`config.mk`:
```
export PLATFORM = sky130hd
export DESIGN_NAME = ramb16_s4_arb
export DESIGN_NICKNAME = d
export VERILOG_FILES = /design/src/rtl/ramb16_ctl_pkg.sv /design/src/rtl/ramb16_rr_arb2.sv /design/src/rtl/ramb16_s4_arb.sv
export SDC_FILE = /design/constraint.sdc
export NUM_CORES = 1
export LEC_CHECK = 0
export ABC_AREA = 1
export ABC_CLOCK_PERIOD_IN_PS = 2000
export CAP_MARGIN = 20
export CORE_MARGIN = 3
export CORE_UTILIZATION = 30
export CTS_CLUSTER_SIZE = 8
export DETAILED_ROUTE_END_ITERATION = 10
export PLACE_DENSITY = 0.71
export SYNTH_ARGS = -nofsm -noshare
export SYNTH_HDL_FRONTEND = slang
export SYNTH_HIERARCHICAL = 1
export SYNTH_SLANG_ARGS = --single-unit
```
`constraint.sdc`:
```
create_clock -name CLK -period 2 [get_ports CLK]
set_input_delay 0.4 -clock CLK [delete_from_list [all_inputs] [get_ports CLK]]
set_output_delay 0.4 -clock CLK [all_outputs]
set_load 0.05 [all_outputs]
```
`src/rtl/ramb16_ctl_pkg.sv`:
```
// Shared sizing constants and controller state encoding for the 4Kx4 RAM port arbiter.
// No logic; imported by the arbiter top.
// No flow control of its own.
package ramb16_ctl_pkg;

    localparam int ADDR_W = 12;
    localparam int DATA_W = 4;
    localparam int DEPTH  = 4096;

    typedef enum logic {
        SERVE = 1'b0,
        CLEAR = 1'b1
    } state_t;

endpackage

```
`src/rtl/ramb16_rr_arb2.sv`:
```
// Two-way arbiter, round-robin or fixed priority (req[0] wins).
// Grant is combinational from req and the priority pointer; pointer moves one cycle later.
// Losing requester simply stays asserted until granted.
module ramb16_rr_arb2 #(
    parameter bit RR_EN = 1'b1
) (
    input  logic       clk,
    input  logic       rst_n,
    input  logic [1:0] req,
    input  logic       advance,
    output logic [1:0] gnt
);

    // High when req[1] won most recently, giving req[0] the next contention.
    logic last_r1_q;

    always_ff @(posedge clk or negedge rst_n) begin
        if (!rst_n) begin
            last_r1_q <= 1'b1;
        end else if (advance) begin
            last_r1_q <= gnt[1];
        end
    end

    always_comb begin
        gnt = req;
        if (req == 2'b11) begin
            if (RR_EN && !last_r1_q) begin
                gnt = 2'b10;
            end else begin
                gnt = 2'b01;
            end
        end
    end

endmodule

```
`src/rtl/ramb16_s4_arb.sv`:
```
// Shares one 4Kx4 RAM port between two requesters, with an optional full-array clear sweep.
// Grant and RAM drive are same-cycle; read data returns with RVALID one cycle after the grant.
// Requesters hold REQ until granted; no grants during CLR_START or the 4096-cycle sweep.
module ramb16_s4_arb
    import ramb16_ctl_pkg::*;
#(
    parameter bit                RR_EN      = 1'b1,
    parameter logic [DATA_W-1:0] CLR_VAL    = 4'h0,
    parameter bit                CLR_ON_RST = 1'b0
) (
    input  logic              CLK,
    input  logic              RST_N,
    input  logic              R0_REQ,
    input  logic              R1_REQ,
    input  logic              R0_WE,
    input  logic              R1_WE,
    input  logic [ADDR_W-1:0] R0_ADDR,
    input  logic [ADDR_W-1:0] R1_ADDR,
    input  logic [DATA_W-1:0] R0_DI,
    input  logic [DATA_W-1:0] R1_DI,
    output logic              R0_GNT,
    output logic              R1_GNT,
    output logic              R0_RVALID,
    output logic              R1_RVALID,
    output logic [DATA_W-1:0] R0_DO,
    output logic [DATA_W-1:0] R1_DO,
    input  logic              CLR_START,
    output logic              CLR_BUSY,
    output logic              RAM_EN,
    output logic              RAM_WE,
    output logic [ADDR_W-1:0] RAM_ADDR,
    output logic [DATA_W-1:0] RAM_DI,
    input  logic [DATA_W-1:0] RAM_DO
);

    state_t              state_q;
    state_t              state_d;
    logic [ADDR_W-1:0]   clr_cnt_q;
    logic                serve_ok;
    logic [1:0]          req_vld;
    logic [1:0]          gnt;
    logic [1:0]          rvalid_q;
    logic [DATA_W-1:0]   do0_q;
    logic [DATA_W-1:0]   do1_q;

    // Reset is folded in combinationally so grants and RAM drive drop the instant RST_N falls.
    assign serve_ok = RST_N && (state_q == SERVE) && !CLR_START;
    assign req_vld  = {R1_REQ, R0_REQ} & {2{serve_ok}};

    ramb16_rr_arb2 #(
        .RR_EN (RR_EN)
    ) u_arb (
        .clk     (CLK),
        .rst_n   (RST_N),
        .req     (req_vld),
        .advance (|gnt),
        .gnt     (gnt)
    );

    always_ff @(posedge CLK or negedge RST_N) begin
        if (!RST_N) begin
            state_q <= CLR_ON_RST ? CLEAR : SERVE;
        end else begin
            state_q <= state_d;
        end
    end

    always_comb begin
        state_d = state_q;
        case (state_q)
            SERVE:   if (CLR_START) state_d = CLEAR;
            CLEAR:   if (clr_cnt_q == ADDR_W'(DEPTH - 1)) state_d = SERVE;
            default: state_d = SERVE;
        endcase
    end

    always_comb begin
        RAM_EN   = 1'b0;
        RAM_WE   = 1'b0;
        RAM_ADDR = '0;
        RAM_DI   = '0;
        if (RST_N) begin
            case (state_q)
                CLEAR: begin
                    RAM_EN   = 1'b1;
                    RAM_WE   = 1'b1;
                    RAM_ADDR = clr_cnt_q;
                    RAM_DI   = CLR_VAL;
                end
                default: begin
                    if (gnt[0]) begin
                        RAM_EN   = 1'b1;
                        RAM_WE   = R0_WE;
                        RAM_ADDR = R0_ADDR;
                        RAM_DI   = R0_DI;
                    end else if (gnt[1]) begin
                        RAM_EN   = 1'b1;
                        RAM_WE   = R1_WE;
                        RAM_ADDR = R1_ADDR;
                        RAM_DI   = R1_DI;
                    end
                end
            endcase
        end
    end

    assign CLR_BUSY = RST_N && (state_q == CLEAR);
    assign R0_GNT   = gnt[0];
    assign R1_GNT   = gnt[1];

    // Counter only moves while sweeping and wraps to 0 on the last address.
    always_ff @(posedge CLK or negedge RST_N) begin
        if (!RST_N) begin
            clr_cnt_q <= '0;
        end else if (state_q == CLEAR) begin
            clr_cnt_q <= clr_cnt_q + ADDR_W'(1);
        end
    end

    always_ff @(posedge CLK or negedge RST_N) begin
        if (!RST_N) begin
            rvalid_q <= '0;
            do0_q    <= '0;
            do1_q    <= '0;
        end else begin
            rvalid_q <= {gnt[1] & ~R1_WE, gnt[0] & ~R0_WE};
            if (rvalid_q[0]) do0_q <= RAM_DO;
            if (rvalid_q[1]) do1_q <= RAM_DO;
        end
    end

    // RAM_DO is registered in the RAM, so it passes straight through in the RVALID cycle.
    assign R0_RVALID = rvalid_q[0];
    assign R1_RVALID = rvalid_q[1];
    assign R0_DO     = rvalid_q[0] ? RAM_DO : do0_q;
    assign R1_DO     = rvalid_q[1] ? RAM_DO : do1_q;

endmodule

```
**Word level (Yosys, flattened, before mapping)**

Cells that the tools add are included.
Widths: inputs -> output; s select.

- Bitwise gates (word level): 6
- Add/subtract/negate cells: 1
- Equality and inequality tests: 2
- Reduce and logical (&&, ||, !) cells: 5
- Mux-type cells: 23

Operators with widths:

| kind | number |
|---|---|
| $mux 12 | 4 |
| $mux 4 | 6 |
| $add 12x1->12 const B | 1 |
| $eq 12x12->1 const B | 1 |
| $mux 1 | 10 |
| $mux 2 | 2 |
| $logic_and 1x1->1 | 3 |
| $not 1->1 | 3 |
| $and 1x1->1 | 2 |
| $and 2x2->2 | 1 |
| $eq 2x2->1 const B | 1 |
| $pmux 1 s2 | 1 |
| $reduce_or 2->1 | 1 |
| $logic_not 1->1 | 1 |

- Output and inout port bits: 31
- Bits in registers: 24
- Word-level logic and storage cells: 43
- Input port bits: 43

**Longest topological paths before layout**

- Depth in word-level cells: 10
- Mapped depth: 11
- Gate-level depth less buffers: 11

**Hierarchy**

The synthesis kept the hierarchy.

By module, submodules not included:

| module | sequential area each (um^2) | instances | cells an instance | area each (um^2) |
|---|---|---|---|---|
| ramb16_s4_arb | 575.6 | 1 | 163 | 1408.9 |
| ramb16_rr_arb2 | 26.3 | 1 | 9 | 63.8 |

**Worst setup path before layout**

No wires, ideal clock.

- Path type: register to output
- Start: register state_q
- End: output RAM_ADDR[3]
- Data arrival time: 3.412 ns
- Stages on the path, launching flop included: 10
- Required time: 1.600 ns
- Slack: -1.812 ns
- Path buffers: 3
- Cells stage by stage: dfrtp_1 -> buf_6 -> nor2_1 -> inv_2 -> nor3b_1 -> a21boi_1 -> buf_4 -> buf_4 -> a22oi_1 -> o21ai_0

- Elaborated cells on any way between the ends: 10
- Those cells by class: eq/ne: 1; mux: 5; bitwise: 2; reduce/logical: 2

RTL lines:

| what | RTL line | RTL |
|---|---|---|
| start, declared | ramb16_s4_arb.sv:36 | `state_t state_q;` |
| start signal, assigned | ramb16_s4_arb.sv:62 | `state_q <= CLR_ON_RST ? CLEAR : SERVE;` |
| start signal, assigned | ramb16_s4_arb.sv:64 | `state_q <= state_d;` |
| $not 1->1 * | ramb16_s4_arb.sv:47 | `assign serve_ok = RST_N && (state_q == SERVE) && !CLR_START;` |
| $logic_and 1x1->1 * (2 in a row) | ramb16_s4_arb.sv:47 |  |
| $and 2x2->2 * | ramb16_s4_arb.sv:48 | `assign req_vld = {R1_REQ, R0_REQ} & {2{serve_ok}};` |
| named net req_vld[0] | ramb16_s4_arb.sv:40 | `logic [1:0] req_vld;` |
| $eq 2x2->1 | ramb16_rr_arb2.sv:27 | `if (req == 2'b11) begin` |
| $mux 2 * | ramb16_rr_arb2.sv:27 |  |
| named net R0_GNT | ramb16_s4_arb.sv:21 | `output logic R0_GNT,` |
| $mux 12 * | ramb16_s4_arb.sv:91 | `if (gnt[0]) begin` |
| $mux 12 * | ramb16_s4_arb.sv:83 | `case (state_q)` |
| $mux 12 * | ramb16_s4_arb.sv:82 | `if (RST_N) begin` |
| end, declared | ramb16_s4_arb.sv:31 | `output logic [ADDR_W-1:0] RAM_ADDR,` |

Mark *: on every way through the listed nets, which the timed path passes. The rest lies on a longest branch.

**Final worst setup path**

- Start: register state_q
- End: output RAM_ADDR[6]

- Word-level cells in the longest chain between the ends: 10

RTL lines:

| what | RTL line | RTL |
|---|---|---|
| $not 1->1 * | ramb16_s4_arb.sv:47 |  |
| $logic_and 1x1->1 * (2 in a row) | ramb16_s4_arb.sv:47 |  |
| $and 2x2->2 * | ramb16_s4_arb.sv:48 |  |
| named net req_vld[1] | ramb16_s4_arb.sv:40 |  |
| $eq 2x2->1 | ramb16_rr_arb2.sv:27 |  |
| $mux 2 * | ramb16_rr_arb2.sv:27 |  |
| $mux 12 | ramb16_s4_arb.sv:96 | `end else if (gnt[1]) begin` |
| $mux 12 * | ramb16_s4_arb.sv:91 |  |
| $mux 12 * | ramb16_s4_arb.sv:83 |  |
| $mux 12 * | ramb16_s4_arb.sv:82 |  |

Marks and branches as above.

==> parameters.txt <==
Parameter                              Value

Outcome
  Status    finished with violations
  Failing checks    setup timing

Power
  Power density over the cells    555.2 nW/um2
  Switching power summed over all nets    675.3 uW
  Total leakage power    0.001371 uW
  Relative contribution of combinational cells to total power    between 40% and 50%
  Flop pwr share    36.0%
  Share of total power in the clock network    16.9%
  Worst vdd ir    0.0003802 V
  Switching power share of the total    38.93%
  Internal power component    between 1000 and 1500 uW

Global route
  Largest net degree at the start of global routing    28
  Number of antenna violations at the first check in global routing    0
  Via count of the first global-routing pass    approximately 1700
  Tot GR Track Use    17.48%
  Total congestion overflow    0
  Wire length of the first global-routing pass    8217 um

Synthesis
  Mapped Cells    between 150 and 200
  Synth cell types    30
  Share of synthesized area occupied by flip-flops and latches    40.87%
  Top-area cell type share of the netlist area    about 39%
  Average instance area after synthesis    between 8 and 9 um2
  Warnings, synthesis    6
  Area leader, netlist    sky130_fd_sc_hd__dfrtp_1
  Synth Net Count    roughly 220
  Total of flip-flops plus latches after synthesis    24
  Most area-consuming cells after synthesis    sky130_fd_sc_hd__dfrtp_1 (39%), sky130_fd_sc_hd__nand2_1 (8.7%), sky130_fd_sc_hd__inv_1 (6.4%)
  Post-Syn Area    around 1500 um2

Clock network
  Maximum clock insertion buffer count    2
  Clock root cell    sky130_fd_sc_hd__clkbuf_8
  Clock edge transition at the registers on the reported setup and hold paths    0.09 ns
  Clk Latency, worst-skew pair    0.26 ns
  H-tree level count    1
  CTS tree    built
  CTS Buf Count    3
  Sink Count    24
  Hold-fix buffers at CTS    0

STA
  Number of failing hold endpoints at the final stage    0
  Final setup violating endpoints    19
  Pin slew with the least headroom to its limit    0.3186 ns
  Worst hold margin    0.2393 ns
  Final worst path period need    about 2.5 ns
  Post-route setup TNS    -9.116 ns
  RSZ-0062 raised after global routing    yes
  Worst-case headroom to the max-slew limit    78.54%
  Final-report max-slew violation count    0
  Final setup slack of the worst path    -0.5195 ns
  Worst setup skew after layout    roughly 0.0048 ns
  Period utilization    126.0%
  Peak Freq    396.9 MHz

Finish
  Final #Nets    approximately 320
  Util after Layout    68.90%
  Share of final-layout standard cells stronger than drive strength 1    between 40% and 50%
  Fillers    352
  Inserted Diodes    0
  Layout overhead on the synthesized area    112.1%

Floorplanning
  Top-level port count    74
  Die span in y    76.07 um
  Initial standard-cell utilization of the core    32.48%
  Count of standard-cell rows    24
  Area inside the core boundary    4534 um2
  Die X    76.07 um
  Die outline area    5786 um2

Route
  Detail Route Antenna Nets    0
  Starting DRT DRC Count    between 50 and 60
  Average wire per standard cell    14.60 um
  Ratio of routed vias to standard cells    4.676
  Wirelength, routed    roughly 4900 um
  Remaining DRCs    0
  Total via count after detailed routing    around 1600
  Router iterations before antenna repair    4

Critical path
  Worst setup path category    reg -> out
  Data required time of the worst path    1.60 ns
  Crit Path Max Fanout    5
  Kind of capture point of the worst setup path    primary output
  Top cell by count, worst path    sky130_fd_sc_hd__nor2_4
  Kind of start point of the critical path    register
  Arrival time worst endpoint    2.12 ns
  Worst path slowest cell    sky130_fd_sc_hd__dfrtp_1
  Delay of the slowest critical-path stage    0.44 ns
  Critical path, cell by cell    nor2_4, inv_4, nor3b_4, and2_4, clkinvlp_4, nor2_4, buf_8, a21boi_4, o22ai_4, buf_6

Worst hold path
  Worst hold path type    in -> async

Place
  I/O Buffers    73
  Hpwl dp    3512 um
  Gpl congestion    slightly above 0.8

Flow run
  Reported max-cap violation count    0
-- per-stage QoR --
step	power [uW]	instance area [um2]	std cells	setup slack, ns
6_report	1735	3124	339	-0.5195
5_1_grt	1840	3124	339	-0.6461
4_1_cts	1739	3038	331	-0.5867
3_5_place_dp	1422	2800	321	-0.8939
3_3_place_gp	1412	2800	321	-0.8346
2_1_floorplan	1115	1712	172	-0.5210
-- flip-flops by register name, summed over array words and instances (netlist names) --
| signal | count |
|---|---|
| do1_q | 4 |
| clr_cnt_q | 12 |
| rvalid_q | 2 |
| u_arb/last_r1_q | 1 |
| state_q | 1 |
| do0_q | 4 |
-- routing by layer --
metal,global-route usage (%),vias to the layer above,part of all wire [%],wire length (um)
met5,0,-,0,0
met4,4.348,0,0.81,40
met3,2.837,2,6.6,326
met2,31.29,71,52,2552
met1,21.86,742,41,2029
li1,-,770,-,-
-- critical path, delay by kind of cell, from the launching register on --
kind | cells | cell delay (ns)
and+or+nand+nor | 4 | 0.68
AOI/OAI and AO/OA | 2 | 0.15
DFF | 1 | 0.44
buffers and inverters | 4 | 0.58
-- Yosys cell counts (all sizes together) --
cell and n:
or2 1, nand4 2, dfstp 1, nor3 1
ha 1, mux2 8, o22ai 10, nor3b 2
dfrtp 23, nand2 37, o21ai 10, and2 1
inv 26, a21oi 3, nand3 4, nor2 14
a22oi 5, buf 6, xor2 6, a21boi 11
-- power by group through the flow --
stage	Clock (uW)	Sequential, uW	Combinational [uW]
after CTS	294	625	820
after global routing	322	643	875
after global placement	0	633	778
after detailed placement	0	634	788
final	293	625	816
after floorplan	0	622	493
-- kinds of logic (layout without fill, tap and decap cells) --
logic type	Yosys count	after routing	share of synthesized area, %
buf+inv	32	133	10.28
mux	8	8	6.117
fa+ha+maj	1	1	0.8495
xor+xnor	6	6	3.568
simple gates	62	63	21.50
flops	24	24	40.87
compound gates	39	39	16.82
-- cell usage in the layout, fill, tap and decap left out, types with 6 or more instances in the layout --
cell                              count
sky130_fd_sc_hd__mux2_2               8
sky130_fd_sc_hd__buf_6               11
sky130_fd_sc_hd__o22ai_4              6
sky130_fd_sc_hd__clkdlybuf4s50_1     39
sky130_fd_sc_hd__dfrtp_1             23
sky130_fd_sc_hd__a21boi_4             6
sky130_fd_sc_hd__buf_12              23
sky130_fd_sc_hd__xor2_1               6
sky130_fd_sc_hd__nor2_4               7
sky130_fd_sc_hd__nand2_1             30
sky130_fd_sc_hd__buf_4               24
sky130_fd_sc_hd__inv_1               22
-- final cells by class --
class                           count  area, um2  area share [%]
Inverter                           26      103.9           3.324
Timing Repair Buffer              103       1231           39.41
Clock buffer                        4      45.04           1.442
Multi-Input combinational cell    117       1061           33.96
Tap cell                           65      81.33           2.603
Sequential cell                    24      601.8           19.26
-- worst paths after layout --
path	startpoint	to	slack [ns]	cells after the start
worst max-delay path	state_q	RAM_ADDR[6]	-0.52	10
worst min-delay path	RST_N	clr_cnt_q[3]	0.24	2
worst max register to register	state_q	rvalid_q[0]	0.25	9
worst min register to register	u_arb/last_r1_q	u_arb/last_r1_q	0.48	2
max in group asynchronous	RST_N	u_arb/last_r1_q	1.51	2
min in group CLK	u_arb/last_r1_q	u_arb/last_r1_q	0.48	2
-- repair_timing --
action	4_1_cts	5_1_grt
gates cloned	1	0
endpoints found under the setup margin	21	21
resized for setup	42	7
pin swaps	14	10
buffers inserted	6	8
Note: power is estimated with default switching activity, not from simulation.
